--- src/rtl/regfile_init.sv ---
// -----------------------------------------------------------------------------
// regfile_init
//
// Integer register file (x0..x31) for the RV32I pipeline. It has two
// combinational read ports for decode and one synchronous write port for
// write-back. After every reset a clear sequencer walks x1..x31 and writes
// zero into each one. While it runs, init_busy_o tells the pipeline to stall.
//
// Configuration macro:
//   REGFILE_BYPASS_EN - when defined, a write in RUN is forwarded to any read
//                       port that addresses the same (non-zero) register in
//                       the same cycle. When undefined, reads return the
//                       pre-write contents during the write cycle.
//
// Ports:
//   clk          in   clock; all state updates on the rising edge
//   rst          in   synchronous active-high reset; restarts the clear
//   rs1_addr_i   in   [AW-1:0] read port 1 address
//   rs2_addr_i   in   [AW-1:0] read port 2 address
//   rs1_data_o   out  [DW-1:0] read port 1 data (0 while clearing or for x0)
//   rs2_data_o   out  [DW-1:0] read port 2 data (0 while clearing or for x0)
//   rd_addr_i    in   [AW-1:0] write address
//   rd_data_i    in   [DW-1:0] write data
//   reg_wen_i    in   write enable (dropped while clearing, never for x0)
//   init_busy_o  out  clear sequence in progress
// -----------------------------------------------------------------------------
module regfile_init #(
    parameter int DW = 32,
    parameter int AW = 5
) (
    input  logic          clk,
    input  logic          rst,
    input  logic [AW-1:0] rs1_addr_i,
    input  logic [AW-1:0] rs2_addr_i,
    output logic [DW-1:0] rs1_data_o,
    output logic [DW-1:0] rs2_data_o,
    input  logic [AW-1:0] rd_addr_i,
    input  logic [DW-1:0] rd_data_i,
    input  logic          reg_wen_i,
    output logic          init_busy_o
);

    localparam int NREG = 1 << AW;

    localparam logic [0:0] CLEAR = 1'b0;
    localparam logic [0:0] RUN   = 1'b1;

    localparam logic [AW-1:0] CLR_FIRST = AW'(1);
    localparam logic [AW-1:0] CLR_LAST  = {AW{1'b1}};

    logic [0:0]    state;
    logic [AW-1:0] clr_cnt;
    logic          run_wr;

    // Entry 0 is never written and never read. Reads of x0 are forced to zero.
    logic [DW-1:0] regs [NREG];

    assign run_wr = (state == RUN) && reg_wen_i && (rd_addr_i != '0);

    // Control: the clear sequencer starts at x1 and hands over to RUN after x31.
    always_ff @(posedge clk) begin
        if (rst) begin
            state   <= CLEAR;
            clr_cnt <= CLR_FIRST;
        end else if (state == CLEAR) begin
            clr_cnt <= clr_cnt + AW'(1);
            if (clr_cnt == CLR_LAST) begin
                state <= RUN;
            end
        end
    end

    // Storage has no reset of its own. The clear sequence zeroes it.
    // The reset cycle itself writes nothing, so a write requested then is lost.
    always_ff @(posedge clk) begin
        if (!rst) begin
            if (state == CLEAR) begin
                regs[clr_cnt] <= '0;
            end else if (run_wr) begin
                regs[rd_addr_i] <= rd_data_i;
            end
        end
    end

    function automatic logic [DW-1:0] read_port(input logic [AW-1:0] addr);
        logic [DW-1:0] data;
        data = '0;
        if (state == RUN && addr != '0) begin
`ifdef REGFILE_BYPASS_EN
            if (run_wr && rd_addr_i == addr) begin
                data = rd_data_i;
            end else begin
                data = regs[addr];
            end
`else
            data = regs[addr];
`endif
        end
        return data;
    endfunction

    always_comb begin
        rs1_data_o = read_port(rs1_addr_i);
        rs2_data_o = read_port(rs2_addr_i);
    end

    // Decoded straight from the state register, so there is no path from the inputs.
    assign init_busy_o = (state == CLEAR);

endmodule

--- config.mk ---
export PLATFORM = sky130hd
export DESIGN_NAME = regfile_init
export DESIGN_NICKNAME = d
export VERILOG_FILES = /design/src/rtl/regfile_init.sv
export SDC_FILE = /design/constraint.sdc
export NUM_CORES = 1
export LEC_CHECK = 0
export CAP_MARGIN = 15
export CORE_UTILIZATION = 40
export DETAILED_ROUTE_END_ITERATION = 7
export HOLD_SLACK_MARGIN = 0.02
export SETUP_SLACK_MARGIN = 0.3
export SKIP_CTS_REPAIR_TIMING = 1
export SYNTH_ARGS = -nofsm -noshare
export SYNTH_HDL_FRONTEND = slang
export SYNTH_SLANG_ARGS = --single-unit
--- constraint.sdc ---
create_clock -name clk -period 5.2 [get_ports clk]
set_clock_uncertainty 0.15 [all_clocks]
set_input_delay 1.3 -clock clk [delete_from_list [all_inputs] [get_ports clk]]
set_output_delay 1.3 -clock clk [all_outputs]
set_load 0.05 [all_outputs]
# Word level (Yosys, flattened, before mapping)
# Memories as Yosys holds them, arrays and structs flattened.
# Cells that the tools add are included.
# word_totals
regBits	6
ramBits	1024
input_bits	50
out_inout_bits	65
word_cells	28
memories	1
# memory_table
name	words	word_bits	read_ports	rd_clocked_by_memory_dff	write_ports	line	text
regs	32	32	2	0	1	56	logic [DW-1:0] regs [NREG];
# op_classes
add_sub_neg	1
n_eq_ne	1
n_mux	14
bitwise_logic	1
n_reduce_logical	8
# ops
operator	n
two-way mux 32 bit	3
OR reduction 32 bit	1
nonzero test 5 bit	3
two-way mux 1 bit	10
adder 5 x 1 -> 5 bit, second input constant	1
== test 5 bit, second input constant	1
two-way mux 5 bit	1
logical AND 1 bit	4
inverter 1 bit	1

# Longest topological paths before layout
# logic_depth
word_depth	8
ltp_mapped	8
depth_no_buf	5

# Worst setup path before layout
# No wires, ideal clock.
# synth_timing
kind	input-to-reg
startpoint	input port rd_addr_i[0]
endpoint	memory regs[25][0], enable pin
setup_ns	0.461
arrival_ns	4.765
required_time_ns	4.589
slack_ns	-0.176
cell_stages	5
n_path_buf	1
cell_sequence	clkbuf_1 -> nor3_1 -> a211oi_4 -> mux2_2 -> nor3_1
# synth_between
elab_chain_len	8
elab_cells_between_ends	9
cone_classes	mux (6); reduce/logical (3)
# synth_lines
element	line	text
start, declared	37	input logic [AW-1:0] rd_addr_i,
nonzero test 5 bit	58	assign run_wr = (state == RUN) && reg_wen_i && (rd_addr_i != '0);
logical AND 1 bit	58	
two-way mux 1 bit	79	end else if (run_wr) begin
two-way mux 1 bit	77	if (state == CLEAR) begin
two-way mux 1 bit	76	if (!rst) begin
two-way mux 1 bit (implied by the code)	80	regs[rd_addr_i] <= rd_data_i;
OR reduction 32 bit (no source line)	--	
two-way mux 5 bit (no source line) / two-way mux 1 bit (equally long branches)	--	
end, declared	56	
# Several ways; a longest one is shown, not always the timed one.

# Final worst setup path
# layout_timing
startpoint	input port rs1_addr_i[1]
endpoint	output port rs1_data_o[27]
# layout_between
elab_chain_len	3
elab_cells_between_ends	4
cone_classes	mux (1); reduce/logical (2); memory (1)
# layout_lines
element	line	text
start, declared	33	input logic [AW-1:0] rs1_addr_i,
branches (longest 2 deep; another with memory read (32 x 32 bit))	--	
two-way mux 32 bit *	88	if (state == RUN && addr != '0) begin
end, declared	35	output logic [DW-1:0] rs1_data_o,
# Mark *: on every way between the ends.

==> results by group <==
Outcome
  • Outcome: finished, final reports clean

Drt
  • Vias per inst: roughly 6.6
  • DR vias: 30,100
  • Post-DR wirelength/cell: around 36 microns
  • First-pass detailed-route iteration total: 5
  • Detail Route Antenna Nets: 0
  • DR DRC count: 0
  • 1st-iter DRT viols: 4,347
  • DRT Wirelength: roughly 160,000 microns

Logic synthesis
  • Register area share after synthesis: 63.9%
  • Synthesized Nets: ~2,700
  • Mapped Cells: between 2,000 and 3,000
  • Mapped cell area: a little under 0.05 sq mm
  • Number of synthesized register bits: ~1,000
  • Syn. warnings: 0
  • Dominant synthesized flop cell: edfxtp_1
  • Number of enable flip-flop cells after synthesis: 1,024
  • Post-synth cell types: 50
  • Syn_area_per_cell: between 15 and 20 sq um
  • FFs w/ async S/R, synth: 0%

Floorplanning
  • Die area: roughly 0.12 sq mm
  • Core Region: ~0.12 sq mm
  • Row Count: 127
  • Die Ht: between 300 and 400 microns
  • Io pins: around 120
  • Die width: around 350 microns
  • Starting Density: about two fifths

Final layout
  • Post-layout nets: a little under 3,000
  • Most frequent cells in the layout: 1,024 x edfxtp_1, 378 x mux2i_1, 364 x mux4_2
  • # fillers: 9,856
  • P&R area growth vs syn: 19.4%
  • Register area: 0.0309 sq mm
  • Commonest non-fill, non-tap cell in the layout: edfxtp_1
  • Area of the multi-input gates: 0.0170 sq mm
  • Layout cells sized above 1: 32.8%
  • Antenna cell count: 0

Global routing
  • GRT Util Overall: a little over a quarter
  • Vias in the first global route: ~30,000
  • First-pass GRT wire length: 226,000 microns
  • Largest net degree at the start of global routing: 46
  • Initial antenna violation count: 3
  • Gr ovfl total: 0

Power
  • VDD IR-drop max: 0.278 mV
  • Net load switching power: slightly above 4 mW
  • Switching Share: between 20 and 25%
  • P_int: around 14 mW
  • Pwr/cell area: between 300 and 400 mW/mm^2
  • Overall Power: around 18 mW
  • Clk pwr share: approximately 43%
  • Comb power frac: roughly 7.1%
  • Sequential power share: approximately half
  • Pleak: approximately 18 nW

Clock tree
  • CTS Root Cell: clkbuf_16
  • Total CTS buffers: between 100 and 150
  • Clk_lat worst skew: 680 ps
  • CTS HTree Levels: 3
  • Worst-path clk slew: ~60 ps
  • Sinks on Clock Net: slightly above 1,000
  • CTS tree: done
  • Max Buffers Root-to-Sink: 3

STA
  • Worst hold slack: approximately 470 ps
  • Count of final hold-check violations: 0
  • Slew of the pin with the lowest slew margin: roughly 1200 ps
  • Setup TNS: 0 ps
  • Max Clk Rate: 201 MHz
  • Period utilization: about 96%
  • RSZ-0062 raised after global routing: true
  • Slew margin rel.: between 20% and 30%
  • Crit path time final: about 5000 ps
  • Final Setup Violations: 0
  • Max-slew violations: 0

Placed design
  • Detailed placement HPWL: just under 100,000 microns
  • I/O Buffers: roughly 110
  • Final GP Congestion: roughly 0.84

Min path
  • Hold path cells: 3
  • Hold Crit Class: flip-flop to flip-flop

Worst setup path
  • Worst setup SP type: input port
  • CP required: 3750 ps
  • Worst Reg-to-Reg Cells: 7
  • CP Capture Type: primary output
  • Worst path arrival time: around 3500 ps
  • Crit path kind: input port to primary output
  • Maximum fanout along the worst path: 25

Run
  • Max Cap Viol: 0
==> per-stage QoR <==
step,util [%],area (sq um),cells,setup WS (ps)
4_1_cts,47.9,57400,4582,18.8
3_5_place_dp,45.0,53900,4380,34.2
2_1_floorplan,-,48500,2637,-176
3_3_place_gp,45.0,53900,4380,5.09
6_report,48.2,57700,4585,218
5_1_grt,48.2,57700,4585,235
==> power groups by stage <==
stage	Combinational, mW	Clock [mW]	Sequential [mW]
after global placement	1.25	0	9.31
after global routing	1.34	8.18	9.15
after floorplan	0.765	0	9.30
final	1.30	7.81	9.14
after detailed placement	1.26	0	9.32
after CTS	1.27	7.87	9.14
==> per-layer routing <==
metal	global-route usage, %	share of wire [%]	up-vias
met1	37.9	40	16000
met3	5.81	11	283
met4	7.72	2.9	4
met5	0	0.011	-
li1	-	-	11700
met2	39.9	45	2028
==> path summary, 6_finish.rpt <==
path | startpoint | endpoint | slack [ps]
worst max-delay path | rs1_addr_i[1] | rs1_data_o[27] | 220
worst min register to register | clr_cnt[0] | clr_cnt[3] | 470
worst min-delay path | clr_cnt[0] | clr_cnt[3] | 470
worst max register to register | state | regs[3][23] | 1900
==> worst max-delay path: stages <==
cell,delay [ps]
buf_16,220
or3b_4,670
o221ai_1,360
a221oi_4,70
a211oi_4,490
buf_4,230
buf_12,130
==> flip-flops by register name, indices dropped and copies added, names as in the netlist <==
register / count
regs: 1024
clr_cnt: 5
state: 1
==> cell usage after synthesis, drive strengths merged, types with 2 or more instances <==
cell type / n / area (sq um)
a211oi: 33 / 260
a21o: 2 / 15.0
a21oi: 61 / 305
a221oi: 32 / 280
a22oi: 29 / 218
a2bb2oi: 32 / 280
a31oi: 2 / 12.5
a32oi: 3 / 26.3
and2: 36 / 225
buf: 120 / 702
clkbuf: 92 / 345
dfxtp: 6 / 120
edfxtp: 1024 / 30700
ha: 2 / 25.0
inv: 4 / 15.0
mux2: 60 / 676
mux2i: 378 / 3780
mux4: 364 / 8200
nand2: 88 / 330
nand2b: 3 / 18.8
nand3: 60 / 300
nand3b: 5 / 37.5
nand4: 14 / 87.6
nor2: 41 / 154
nor2b: 9 / 56.3
nor3: 15 / 75.1
nor3b: 3 / 22.5
o21ai: 2 / 10.0
o221ai: 83 / 727
o22a: 19 / 166
or3b: 2 / 17.5
==> kinds of logic (layout without fill, tap and decap cells) <==
kind of cell,count (synthesis),count (layout),share of synthesized area (%)
flops,1030,1030,63.9
mux,802,802,26.2
fa+ha+maj,2,2,0.0518
compound gates,300,300,4.79
xor+xnor,2,2,0.0362
buf+inv,216,552,2.20
simple gates,285,285,2.89
==> final cells by class <==
type	instances	area share, %
repair buffers	346	7.42
inverters	4	0.0260
clock buffers	127	4.81
flip-flops and latches	1030	53.5
clock inverters	75	1.35
well taps	1612	3.49
multi-input cells	1391	29.4
Power figures use the tool's default switching activity.
